**src/rtl/dmem_pkg.sv**
```systemverilog
// Shared definitions for the M-stage data-memory access controller.
// Optional feature macro: DMEM_MISALIGN_TRAP_EN (see dmem_access_ctrl).
package dmem_pkg;

  localparam int unsigned DEF_DATA_WIDTH = 32;
  localparam int unsigned BYTES          = DEF_DATA_WIDTH / 8;

  // Access controller FSM states
  typedef enum logic [1:0] {
    ST_IDLE = 2'd0,
    ST_REQ  = 2'd1,
    ST_WAIT = 2'd2,
    ST_DONE = 2'd3
  } state_e;

  // funct3 encodings shared by loads and stores
  localparam logic [2:0] F3_B  = 3'b000;
  localparam logic [2:0] F3_H  = 3'b001;
  localparam logic [2:0] F3_W  = 3'b010;
  localparam logic [2:0] F3_BU = 3'b100;
  localparam logic [2:0] F3_HU = 3'b101;

  // Access size decode
  typedef enum logic [1:0] {
    SZ_B = 2'b00,
    SZ_H = 2'b01,
    SZ_W = 2'b10
  } size_e;

  // Map funct3 to access size; unknown encodings are treated as a full word
  function automatic size_e decode_size(input logic [2:0] f3);
    case (f3)
      F3_B, F3_BU: decode_size = SZ_B;
      F3_H, F3_HU: decode_size = SZ_H;
      F3_W:        decode_size = SZ_W;
      default:     decode_size = SZ_W;
    endcase
  endfunction

endpackage

```
**src/rtl/dmem_lane_align.sv**
```systemverilog
// Byte-lane steering: byte enables and store-data shift for the request,
// right-justifying shift for the returned load data.
module dmem_lane_align
  import dmem_pkg::*;
#(
  parameter int unsigned DATA_WIDTH = DEF_DATA_WIDTH,
  parameter int unsigned NBYTES     = BYTES,
  parameter int unsigned OFF_W      = 2
) (
  input  size_e                  req_size,
  input  logic [OFF_W-1:0]       req_offset,
  input  logic [DATA_WIDTH-1:0]  wdata_in,
  input  logic [OFF_W-1:0]       rsp_offset,
  input  logic [DATA_WIDTH-1:0]  rdata_in,
  output logic [NBYTES-1:0]      be_c,
  output logic [DATA_WIDTH-1:0]  wdata_c,
  output logic [DATA_WIDTH-1:0]  rdata_c
);

  logic [NBYTES-1:0] be_base;

  // Size-based enable mask shifted into place, data moved by 8*offset
  always_comb begin
    be_base = '0;
    case (req_size)
      SZ_B:    be_base = NBYTES'(1);
      SZ_H:    be_base = NBYTES'(3);
      default: be_base = '1;
    endcase
    be_c    = be_base << req_offset;
    wdata_c = wdata_in << {req_offset, 3'b000};
    rdata_c = rdata_in >> {rsp_offset, 3'b000};
  end

endmodule

```
**src/rtl/dmem_access_ctrl.sv**
```systemverilog
// M-stage data-memory access controller: load/store to word-aligned bus
// request with byte enables, pipeline stall until the response returns.
// Macro DMEM_MISALIGN_TRAP_EN: trap misaligned H/W accesses instead of
// silently aligning them down.
module dmem_access_ctrl
  import dmem_pkg::*;
#(
  parameter int unsigned DATA_WIDTH = DEF_DATA_WIDTH,
  parameter int unsigned ADDR_WIDTH = 32
) (
  input  logic                    clk,
  input  logic                    rst_n,
  input  logic                    MemReadM,
  input  logic                    MemWriteM,
  input  logic [2:0]              LoadSrcM,
  input  logic [ADDR_WIDTH-1:0]   AddrM,
  input  logic [DATA_WIDTH-1:0]   WriteDataM,
  output logic                    BusReqValid,
  input  logic                    BusReqReady,
  output logic                    BusReqWrite,
  output logic [ADDR_WIDTH-1:0]   BusReqAddr,
  output logic [DATA_WIDTH/8-1:0] BusReqBe,
  output logic [DATA_WIDTH-1:0]   BusReqWData,
  input  logic                    BusRespValid,
  input  logic [DATA_WIDTH-1:0]   BusRespData,
  output logic [DATA_WIDTH-1:0]   ReadDataM,
  output logic                    StallM,
  output logic                    MisalignedM
);

  localparam int unsigned NBYTES = DATA_WIDTH / 8;
  localparam int unsigned OFF_W  = $clog2(NBYTES);

  state_e                  state_q, state_d;
  logic                    valid_q, valid_d;
  logic                    write_q, write_d;
  logic [ADDR_WIDTH-1:0]   addr_q, addr_d;
  logic [NBYTES-1:0]       be_q, be_d;
  logic [DATA_WIDTH-1:0]   wdata_q, wdata_d;
  logic [OFF_W-1:0]        off_q, off_d;
  logic [DATA_WIDTH-1:0]   rdata_q, rdata_d;

  size_e                   size_c;
  logic [OFF_W-1:0]        off_c;
  logic                    misaligned_c;
  logic                    req_c;
  logic                    stall_c;
  logic                    mis_pulse_c;
  logic [NBYTES-1:0]       lane_be_c;
  logic [DATA_WIDTH-1:0]   lane_wdata_c;
  logic [DATA_WIDTH-1:0]   lane_rdata_c;

  assign req_c = MemReadM | MemWriteM;

  // Size decode, offset alignment and misalignment detection
  always_comb begin
    size_c       = decode_size(LoadSrcM);
    off_c        = AddrM[OFF_W-1:0];
    misaligned_c = 1'b0;
`ifdef DMEM_MISALIGN_TRAP_EN
    if (size_c == SZ_H) begin
      misaligned_c = off_c[0];
    end else if (size_c == SZ_W) begin
      misaligned_c = |off_c;
    end
`else
    if (size_c == SZ_W) begin
      off_c = '0;
    end else if (size_c == SZ_H) begin
      off_c[0] = 1'b0;
    end
`endif
  end

  dmem_lane_align #(
    .DATA_WIDTH (DATA_WIDTH),
    .NBYTES     (NBYTES),
    .OFF_W      (OFF_W)
  ) u_lane_align (
    .req_size   (size_c),
    .req_offset (off_c),
    .wdata_in   (WriteDataM),
    .rsp_offset (off_q),
    .rdata_in   (BusRespData),
    .be_c       (lane_be_c),
    .wdata_c    (lane_wdata_c),
    .rdata_c    (lane_rdata_c)
  );

  // Next-state and request/response bookkeeping
  always_comb begin
    state_d     = state_q;
    write_d     = write_q;
    addr_d      = addr_q;
    be_d        = be_q;
    wdata_d     = wdata_q;
    off_d       = off_q;
    rdata_d     = rdata_q;
    stall_c     = 1'b0;
    mis_pulse_c = 1'b0;
    case (state_q)
      ST_IDLE: begin
        if (req_c) begin
          if (misaligned_c) begin
            mis_pulse_c = 1'b1;
          end else begin
            stall_c = 1'b1;
            write_d = MemWriteM;
            addr_d  = {AddrM[ADDR_WIDTH-1:OFF_W], {OFF_W{1'b0}}};
            be_d    = lane_be_c;
            wdata_d = lane_wdata_c;
            off_d   = off_c;
            state_d = ST_REQ;
          end
        end
      end
      ST_REQ: begin
        stall_c = 1'b1;
        if (BusReqReady) begin
          state_d = ST_WAIT;
        end
      end
      ST_WAIT: begin
        stall_c = 1'b1;
        if (BusRespValid) begin
          if (!write_q) begin
            rdata_d = lane_rdata_c;
          end
          state_d = ST_DONE;
        end
      end
      ST_DONE: begin
        state_d = ST_IDLE;
      end
      default: begin
        state_d = ST_IDLE;
      end
    endcase
    valid_d = (state_d == ST_REQ);
  end

  // State and registered bus/read-data outputs
  always_ff @(posedge clk or negedge rst_n) begin
    if (!rst_n) begin
      state_q <= ST_IDLE;
      valid_q <= 1'b0;
      write_q <= 1'b0;
      addr_q  <= '0;
      be_q    <= '0;
      wdata_q <= '0;
      off_q   <= '0;
      rdata_q <= '0;
    end else begin
      state_q <= state_d;
      valid_q <= valid_d;
      write_q <= write_d;
      addr_q  <= addr_d;
      be_q    <= be_d;
      wdata_q <= wdata_d;
      off_q   <= off_d;
      rdata_q <= rdata_d;
    end
  end

  assign BusReqValid = valid_q;
  assign BusReqWrite = write_q;
  assign BusReqAddr  = addr_q;
  assign BusReqBe    = be_q;
  assign BusReqWData = wdata_q;
  assign ReadDataM   = rdata_q;
  // Combinational stall/trap are forced low while reset is asserted
  assign StallM      = stall_c & rst_n;
  assign MisalignedM = mis_pulse_c & rst_n;

endmodule

```
**config.mk**
```make
export PLATFORM = sky130hd
export DESIGN_NAME = dmem_access_ctrl
export DESIGN_NICKNAME = d
export VERILOG_FILES = /design/src/rtl/dmem_pkg.sv /design/src/rtl/dmem_lane_align.sv /design/src/rtl/dmem_access_ctrl.sv
export SDC_FILE = /design/constraint.sdc
export NUM_CORES = 1
export LEC_CHECK = 0
export CELL_PAD_IN_SITES_DETAIL_PLACEMENT = 0
export CELL_PAD_IN_SITES_GLOBAL_PLACEMENT = 1
export CORE_MARGIN = 1.5
export CORE_UTILIZATION = 31
export CTS_BUF_LIST = sky130_fd_sc_hd__clkbuf_4 sky130_fd_sc_hd__clkbuf_8 sky130_fd_sc_hd__clkbuf_16
export DETAILED_ROUTE_END_ITERATION = 12
export PLACE_DENSITY_LB_ADDON = 0.08
export RECOVER_POWER = 50
export SLEW_MARGIN = 15
export SYNTH_ARGS = -nofsm -noshare
export SYNTH_HDL_FRONTEND = slang
export SYNTH_SLANG_ARGS = --single-unit
```
**constraint.sdc**
```tcl
create_clock -name clk -period 2.2 [get_ports clk]
set_clock_uncertainty 0.1 [all_clocks]
set_input_delay 0.66 -clock clk [delete_from_list [all_inputs] [get_ports clk]]
set_output_delay 0.66 -clock clk [all_outputs]
set_load 0.02 [all_outputs]
```
==> flow_metrics.tcl, run 1 <==
set metrics [dict create \
    worst_skew_pair.late_latency_ns 0.35 \
    powerDensity_mw_per_mm2 1390 \
    r2r_slack_ns 0.07 \
    stdcell_area_mm2 0.00769 \
    grt_usage_pct 18.4 \
    layout.nets 830 \
    synthMuxAreaShare_pct 8.01 \
    drv_cap 0 \
    vias 4414 \
    routed_wl_um 14800 \
    outcome "finished, violations left" \
    die_x_um 128 \
    start_util_pct 31.9 \
    syn_area_per_cell_um2 9.82 \
    syn_to_final_growth_pct 57.8 \
    drive_gt1_share_pct 11.3 \
    grt_pass1_wl_um 23500 \
    hold_end "BusReqBe[2]$_DFFE_PN0N_" \
    worstMarginPinSlew_ns 0.705 \
    routedWlPerCell_um 15.9 \
    ys_types 40 \
    critPathLaunch "state_q[0]$_DFF_PN0_" \
    critPathRequiredTime_ns 1.44 \
    netlist_top_cells_count "nand2_1, dfrtp_1, mux2i_1" \
    ys_seq_area_share_pct 53.4 \
    grt_max_degree 55 \
    io_pins 209 \
    hold_viol 0 \
    insertedDiodeCount 0 \
    startpoint_type "flip-flop" \
    drtAntennaViolNets 0 \
    path_clk_slew_ns 0.07 \
    r2r_end "BusReqWData[31]$_DFFE_PN0N_" \
    drt-initial-drc-count 211 \
    clkSinkCount 104 \
    synth_largest_area_cell "dfrtp_1" \
    fp-row-count 45 \
    place_area_mm2 0.00735 \
    synth_top_flop_cell "dfrtp_1" \
    postSynthCellCount 496 \
    setup_viol 1 \
    slew_headroom_pct 53.0 \
    yosys.area_share.xor_xnor_pct 0 \
    cts_made_buffers 9 \
    synth_area_leaders "dfrtp_1, nand2_1, mux2i_1, o21ai_0, a211oi_1" \
    synth-simple-area-share_pct 16.8 \
    min_period_ns 2.22 \
    ys_ff_latch 104 \
    syn_area_mm2 0.00487 \
    p_leak_uw 0.00336 \
    period_share_pct 101 \
    dieArea_mm2 0.0165 \
    cp-end-kind "output pin" \
    cts_buffer_depth 2 \
    crit_arrival_ns 1.46 \
    reg2reg_from "state_q[0]$_DFF_PN0_" \
    first_pass_iters 4 \
    synth-compound-area-share_pct 15.5 \
    min_path_type "reg -> reg" \
    synth_top_area_share_pct 53.4 \
    r2r_cells 9 \
    synthAdderAreaFrac_pct 1.28 \
    fmax_ghz 0.451 \
    synth_edf_count 0 \
    cts_tree "yes" \
    grt_antenna_before_repair 0 \
    layout_setup_ws_ns -0.0169 \
    cts_root_buf "clkbuf_16" \
    first_global_vias 4457 \
    fin_util_pct 50.4 \
    violations "setup timing" \
    finalSetupTns_ns -0.0169 \
    dpl.hpwl_um 10800 \
    ir_worst_vdd_mv 0.549 \
    critical_path_class "reg -> out" \
    cts.htree.levels 3 \
    synth_top_family_by_area "simple AND/OR/NAND/NOR gates" \
    yosysWarnings 0 \
    coreArea_mm2 0.0153 \
    whs_ns 0.374 \
    yosysMostFrequentCell "nand2_1" \
    min_from "BusReqBe[2]$_DFFE_PN0N_" \
    holdPathStages 2 \
    gp_congestion 0.827 \
    fp.dieH_um 128 \
    asyncSetResetFlopFracSynth_pct 100 \
    cts_hold_buffers 0 \
    rsz0062_at_grt "true" \
    drv_slew 0 \
    vias_per_cell 4.72 \
    io_buffer_count 204 \
    post-route-drc-count 0 \
    cp_max_fo 3 \
    grt-ovfl-total 0 \
]
[worst max path at each step]
stage / end / slack [ns]
finish: StallM / -0.02
global route: StallM / -0.07
CTS: StallM / -0.01
detailed placement: StallM / -0.70
global placement: StallM / -0.67
floorplan: StallM / 0.007
[per-layer routing]
metal  up-vias  GRT usage (%)  wire (um)
met3        11           4.20       1240
met5         -              0          0
met2       152           30.2       6910
met4         0           6.41        203
met1      2110           24.0       6480
li1       2141              -          -
[cell type report]
| type | instances | area (um2) |
|---|---|---|
| inverter | 4 | 15.0 |
| clock inverter | 6 | 85.1 |
| tap | 211 | 264 |
| clock buffer | 9 | 225 |
| fill | 1449 | 7570 |
| timing repair buffer | 248 | 2420 |
| multi-input combinational | 353 | 2070 |
| sequential | 104 | 2600 |
[stage by stage]
step                      power (uW)  cells  setup WS [ns]
after global placement          9000    917         -0.672
final                          10700    935        -0.0169
after floorplan                 6310    498        0.00688
after CTS                      10900    935        -0.0132
after global routing           11500    935        -0.0743
after detailed placement        9100    917         -0.702
[power breakdown]
group	leakage, uW	switching (uW)	total, uW	internal (uW)
sequential	0.00129	490	3290	2800
combinational	0.00193	3040	5740	2700
clock	0.000147	703	1690	986
[cells in the final DEF (no fill, tap or decap), types with 2 or more instances in the layout]
cell type / netlist / routed
a211oi_1: 17 / 17
a21oi_1: 20 / 20
a221o_1: 2 / 2
a22o_1: 8 / 8
a22oi_1: 6 / 6
and2b_1: 4 / 4
buf_12: 1 / 5
buf_4: 5 / 37
bufinv_16: 0 / 2
clkbuf_1: 10 / 2
clkbuf_16: 0 / 9
clkdlybuf4s50_1: 0 / 200
clkinv_2: 0 / 2
clkinvlp_4: 0 / 2
conb_1: 1 / 3
dfrtp_1: 104 / 104
dlygate4sd2_1: 0 / 2
ha_1: 5 / 4
inv_1: 4 / 2
inv_2: 0 / 2
mux2_2: 8 / 8
mux2i_1: 30 / 30
nand2_1: 144 / 144
nand3b_1: 2 / 2
nor2_1: 12 / 11
nor2_2: 1 / 2
nor2b_1: 14 / 14
o21ai_0: 28 / 28
o21ai_1: 13 / 13
o22a_1: 5 / 5
o22ai_1: 8 / 8
o31ai_1: 8 / 8
or2_2: 2 / 3
[what timing repair did]
| item | in CTS | in global routing |
|---|---|---|
| gates resized for setup | 10 | 1 |
| endpoints found under the setup margin | 5 | 7 |
| buffers inserted | 3 | 0 |
| pin swaps | 3 | 0 |
[registers in the layout (all words and copies together) (netlist names)]
signal / cells
BusReqAddr: 30
BusReqBe: 4
BusReqValid: 1
BusReqWData: 32
BusReqWrite: 1
ReadDataM: 32
off_q: 2
state_q: 2
[worst max-delay path, cell delays in order (launching register included)]
cell and delay (ns):
dfrtp_1 0.40, buf_4 0.15, ha_1 0.20, nor3b_2 0.19
buf_4 0.17
[cell families (layout without fill, tap and decap cells)]
logic type,after synthesis,count (layout)
simple gates,188,188
flops,104,104
fa+ha+maj,5,5
other cells,1,3
compound gates,119,119
mux,38,38
buf+inv,41,267
Power figures use the tool's default switching activity.
==> inputs of run 2 (changes only) <==
==> constraint.sdc (replaced) <==
create_clock -name clk -period 2.2 [get_ports clk]
set_clock_uncertainty 0.1 [all_clocks]
set_input_delay 0.33 -clock clk [delete_from_list [all_inputs] [get_ports clk]]
set_output_delay 0.33 -clock clk [all_outputs]
set_load 0.02 [all_outputs]
==> flow_metrics.tcl, run 2 (same netlist as run 1, synthesis figures left out) <==
set metrics [dict create \
    dp.cells 895 \
    fin_util_pct 48.7 \
    cts_tree "yes" \
    post-route-drc-count 0 \
    grt_usage_pct 17.2 \
    rsz0062_at_grt "false" \
    routed_wl_um 14200 \
    die_x_um 128 \
    hold_viol 0 \
    drtAntennaViolNets 0 \
    start_util_pct 31.9 \
    clkSinkCount 104 \
    dpl.hpwl_um 10300 \
    crit_arrival_ns 2.19 \
    r2r_end "ReadDataM[3]$_DFFE_PN0P_" \
    io_buffer_count 204 \
    cts_buffer_depth 2 \
    grt_antenna_before_repair 0 \
    cts_root_buf "clkbuf_16" \
    reg2reg_from "state_q[1]$_DFF_PN0_" \
    r2r_slack_ns 0.14 \
    grt_pass1_wl_um 22200 \
    first_pass_iters 4 \
    drv_cap 0 \
    min_period_ns 2.06 \
    critPathRequiredTime_ns 2.33 \
    vias_per_cell 4.66 \
    grt_max_degree 68 \
    syn_to_final_growth_pct 52.4 \
    fp.dieH_um 128 \
    dp_slack_ns -0.208 \
    period_share_pct 93.8 \
    path_clk_slew_ns 0.07 \
    slew_headroom_pct 8.16 \
    drive_gt1_share_pct 7.29 \
    grt-ovfl-total 0 \
    cts.htree.levels 3 \
    p_leak_uw 0.00323 \
    insertedDiodeCount 0 \
    fp-row-count 45 \
    drv_slew 0 \
    first_global_vias 4286 \
    worst_skew_pair.late_latency_ns 0.35 \
    ir_worst_vdd_mv 0.571 \
    gp_congestion 0.774 \
    startpoint_type "flip-flop" \
    vias 4242 \
    final_cell_mix "clkdlybuf4s50_1, nand2_1, dfrtp_1" \
    outcome "finished, final reports clean" \
    coreArea_mm2 0.0153 \
    layout_commonest_cell "clkdlybuf4s50_1" \
    routedWlPerCell_um 15.6 \
    min_path_type "in -> async" \
    filler_cell_count 1436 \
    cp_max_fo 56 \
    drt-initial-drc-count 191 \
    fmax_ghz 0.485 \
    cp-end-kind "flip-flop" \
    powerDensity_mw_per_mm2 1390 \
    layout_setup_ws_ns 0.136 \
    critical_path_class "reg -> reg" \
    dieArea_mm2 0.0165 \
    setup_viol 0 \
    worstMarginPinSlew_ns 1.38 \
    io_pins 209 \
    cts_made_buffers 9 \
    layout.nets 805 \
    finalNonFillerCells 911 \
    r2r_cells 6 \
    cts_hold_buffers 0 \
]
[run 2: cell count changes in the layout (fill, tap and decap cells not counted), moves of 4 or more]
cell,change
clkdlybuf4s50_1,-5
buf_4,-28
clkbuf_8,+4
dlygate4sd3_1,+7
[run 2: what timing repair did]
action,in CTS,in global routing
buffers inserted,0,0
gates resized for setup,5,4
endpoints found under the setup margin,10,11
cloned,0,0
[run 2: per-stage QoR]
step	area [um2]	power, uW	setup TNS [ns]	hold slack, ns
floorplan	4880	6280	0	-0.0656
global placement	7160	8860	-2.22	0.358
detailed placement	7160	8930	-2.29	0.362
CTS	7450	10600	0	0.0591
global route	7420	11100	0	0.397
finish	7420	10300	0	0.367
[run 2: cell type report]
cell class                      count  area (um2)  area share, %
Multi-Input combinational cell    353        2050           27.7
Tap cell                          211         264           3.56
Inverter                            4        15.0          0.202
Timing Repair Buffer              223        2200           29.6
Clock buffer                       13         274           3.69
Sequential cell                   104        2600           35.1
Clock inverter                      3        15.0          0.202
[run 2: critical path, stage by stage (launching register included)]
cell and delay [ns]:
dfrtp_1 0.39, buf_4 0.15, ha_1 0.20, nand2_1 0.10, or2_2 0.11, clkbuf_4 0.48
mux2_2 0.40
[run 2: worst max-delay path by stage]
stage                               startpoint                    endpoint  cells past startpoint
final                     state_q[1]$_DFF_PN0_    ReadDataM[3]$_DFFE_PN0P_                      6
after floorplan           state_q[1]$_DFF_PN0_                      StallM                      7
after CTS                 state_q[1]$_DFF_PN0_  BusReqWData[4]$_DFFE_PN0N_                      7
after detailed placement             MemWriteM  BusReqWData[3]$_DFFE_PN0N_                      6
after global placement               MemWriteM  BusReqWData[6]$_DFFE_PN0N_                      6
after global routing      state_q[1]$_DFF_PN0_  BusReqWData[8]$_DFFE_PN0N_                      7
[run 2: metal layers]
layer	global-route usage (%)	vias up	share of wire (%)
met5	0	-	0
met3	5.32	15	8.2
met1	22.0	2008	44
met2	27.7	131	46
li1	-	2088	-
met4	6.41	0	1.5
[run 2: where the power goes]
group / internal, uW / total [uW] / switching, uW
clock: 869 / 1570 / 700
combinational: 2530 / 5510 / 2970
sequential: 2800 / 3260 / 463
total: 6200 / 10300 / 4140
==> RTL edit: new RTL, settings of run 1 <==
Re-encode `state_e` (4 states) as one-hot, 4 bits wide.
--- a/src/rtl/dmem_pkg.sv
+++ b/src/rtl/dmem_pkg.sv
@@ -6,11 +6,11 @@
   localparam int unsigned BYTES          = DEF_DATA_WIDTH / 8;
 
   // Access controller FSM states
-  typedef enum logic [1:0] {
-    ST_IDLE = 2'd0,
-    ST_REQ  = 2'd1,
-    ST_WAIT = 2'd2,
-    ST_DONE = 2'd3
+  typedef enum logic [3:0] {
+    ST_IDLE = 4'b0001,
+    ST_REQ  = 4'b0010,
+    ST_WAIT = 4'b0100,
+    ST_DONE = 4'b1000
   } state_e;
 
   // funct3 encodings shared by loads and stores
Function: no difference found for any inputs over 4 cycles, from zero or initial values and one cycle with rst_n low; so few cycles prove little.
==> RTL edit against run 1 <==
The run still ends with negative setup slack left; power decreased by 0.40%; wire length increased by 3.6%; area after synthesis increased by 3.3%; sequential cell count increased by 2; fmax decreased by 4.4%; worst setup slack got worse by 0.10 ns; sequential share of layout area decreased by 0.57 points; cell area increased by 3.7%; first-iteration DRC count increased by 44%.
==> RTL edit: results (changes against run 1) <==
global_routing:
  met1_usage_pct: 23.7  # -0.34 points
  met3_usage_pct: 5.42  # +1.2 points
  grt_pass1_wl_um: 23800  # +0.94%
  grt_max_degree: 60  # +9.1%
  met2_usage_pct: 28.9  # -1.3 points
synthesis:
  yosys-top-cells-count: "dfrtp_1, nand2_1, o21ai_0, mux2_2, mux2i_1"
  ys_types: 44  # +10%
  ys_seq_area_share_pct: 52.7  # -0.67 points
  synthMuxAreaShare_pct: 14.7  # +6.7 points
  syn_inst: 472  # -4.8%
sta:
  setup_violations: 6  # +5
  fin_ws_ns: -0.120  # -0.103 ns
outcome:
  status: "finished, violations left"
  violations: "negative setup slack"
route:
  vias: 4487  # +1.7%
  met2_length_um: 7260  # +5.1%
  wl_met1_um: 6670  # +3.0%
  routed_wirelength_um: 15400  # +3.6%
  first_pass_iters: 5  # +1
place:
  placed_cell_area_um2: 7640  # +3.8%
  routabilityCongestion: 0.785  # -5.1%
  dp_slack_ns: -0.849  # -0.147 ns
  dp.cells: 906  # -1.2%
power_and_ir_drop:
  clockNetworkPower_mw: 1.60  # -5%
  p_switching_mw: 4.08  # -3.7%
  power.leakage_nw: 3.41  # +1.4%
  ir_drop_v: 0.000748  # +36%
  pg_comb_mw: 5.75  # about the same
  power_frac_comb_pct: 53.9  # +0.3 points
worst_setup_path:
  crit_fanout: 2  # -1
  slowest_delay_ns: 0.19  # -0.21 ns
  reg2reg_depth: 6  # -3
  timing.rr.start: "state_q[0]"
clocking:
  post_cts_resized: 19  # +9
  post_cts_buffers: 10  # +7
final_layout:
  drive_gt1_share_pct: 18.8  # +7.5 points
  fin_nets: 814  # -1.9%
  fillCellCount: 1453  # +0.28%
==> RTL edit: cell count changes after synthesis, moves of 6 or more <==
cell	run 1	this run
a211oi_1	17	8
a22o_1	8	16
a22oi_1	6	0
buf_2	16	7
clkbuf_1	10	23
mux2_2	8	38
nand2_1	144	77
o21ai_0	28	39
o21ai_1	13	0
==> RTL edit: final cells by class <==
type                    count  area share (%)
well taps                 216            3.39
inverters                   4           0.188
repair buffers            262            31.8
clock buffers              10            3.00
multi-input cells         326            27.8
flip-flops and latches    106            33.3
clock inverters             5           0.581
==> RTL edit: worst paths after layout <==
path	end	slack, ns
worst max-delay path	StallM	-0.12
worst min-delay path	ReadDataM[11]	0.38
worst max register to register	BusReqWData[31]	0.09
worst min register to register	ReadDataM[11]	0.38
max in group asynchronous	BusReqAddr[14]	0.30
min in group asynchronous	ReadDataM[20]	0.71
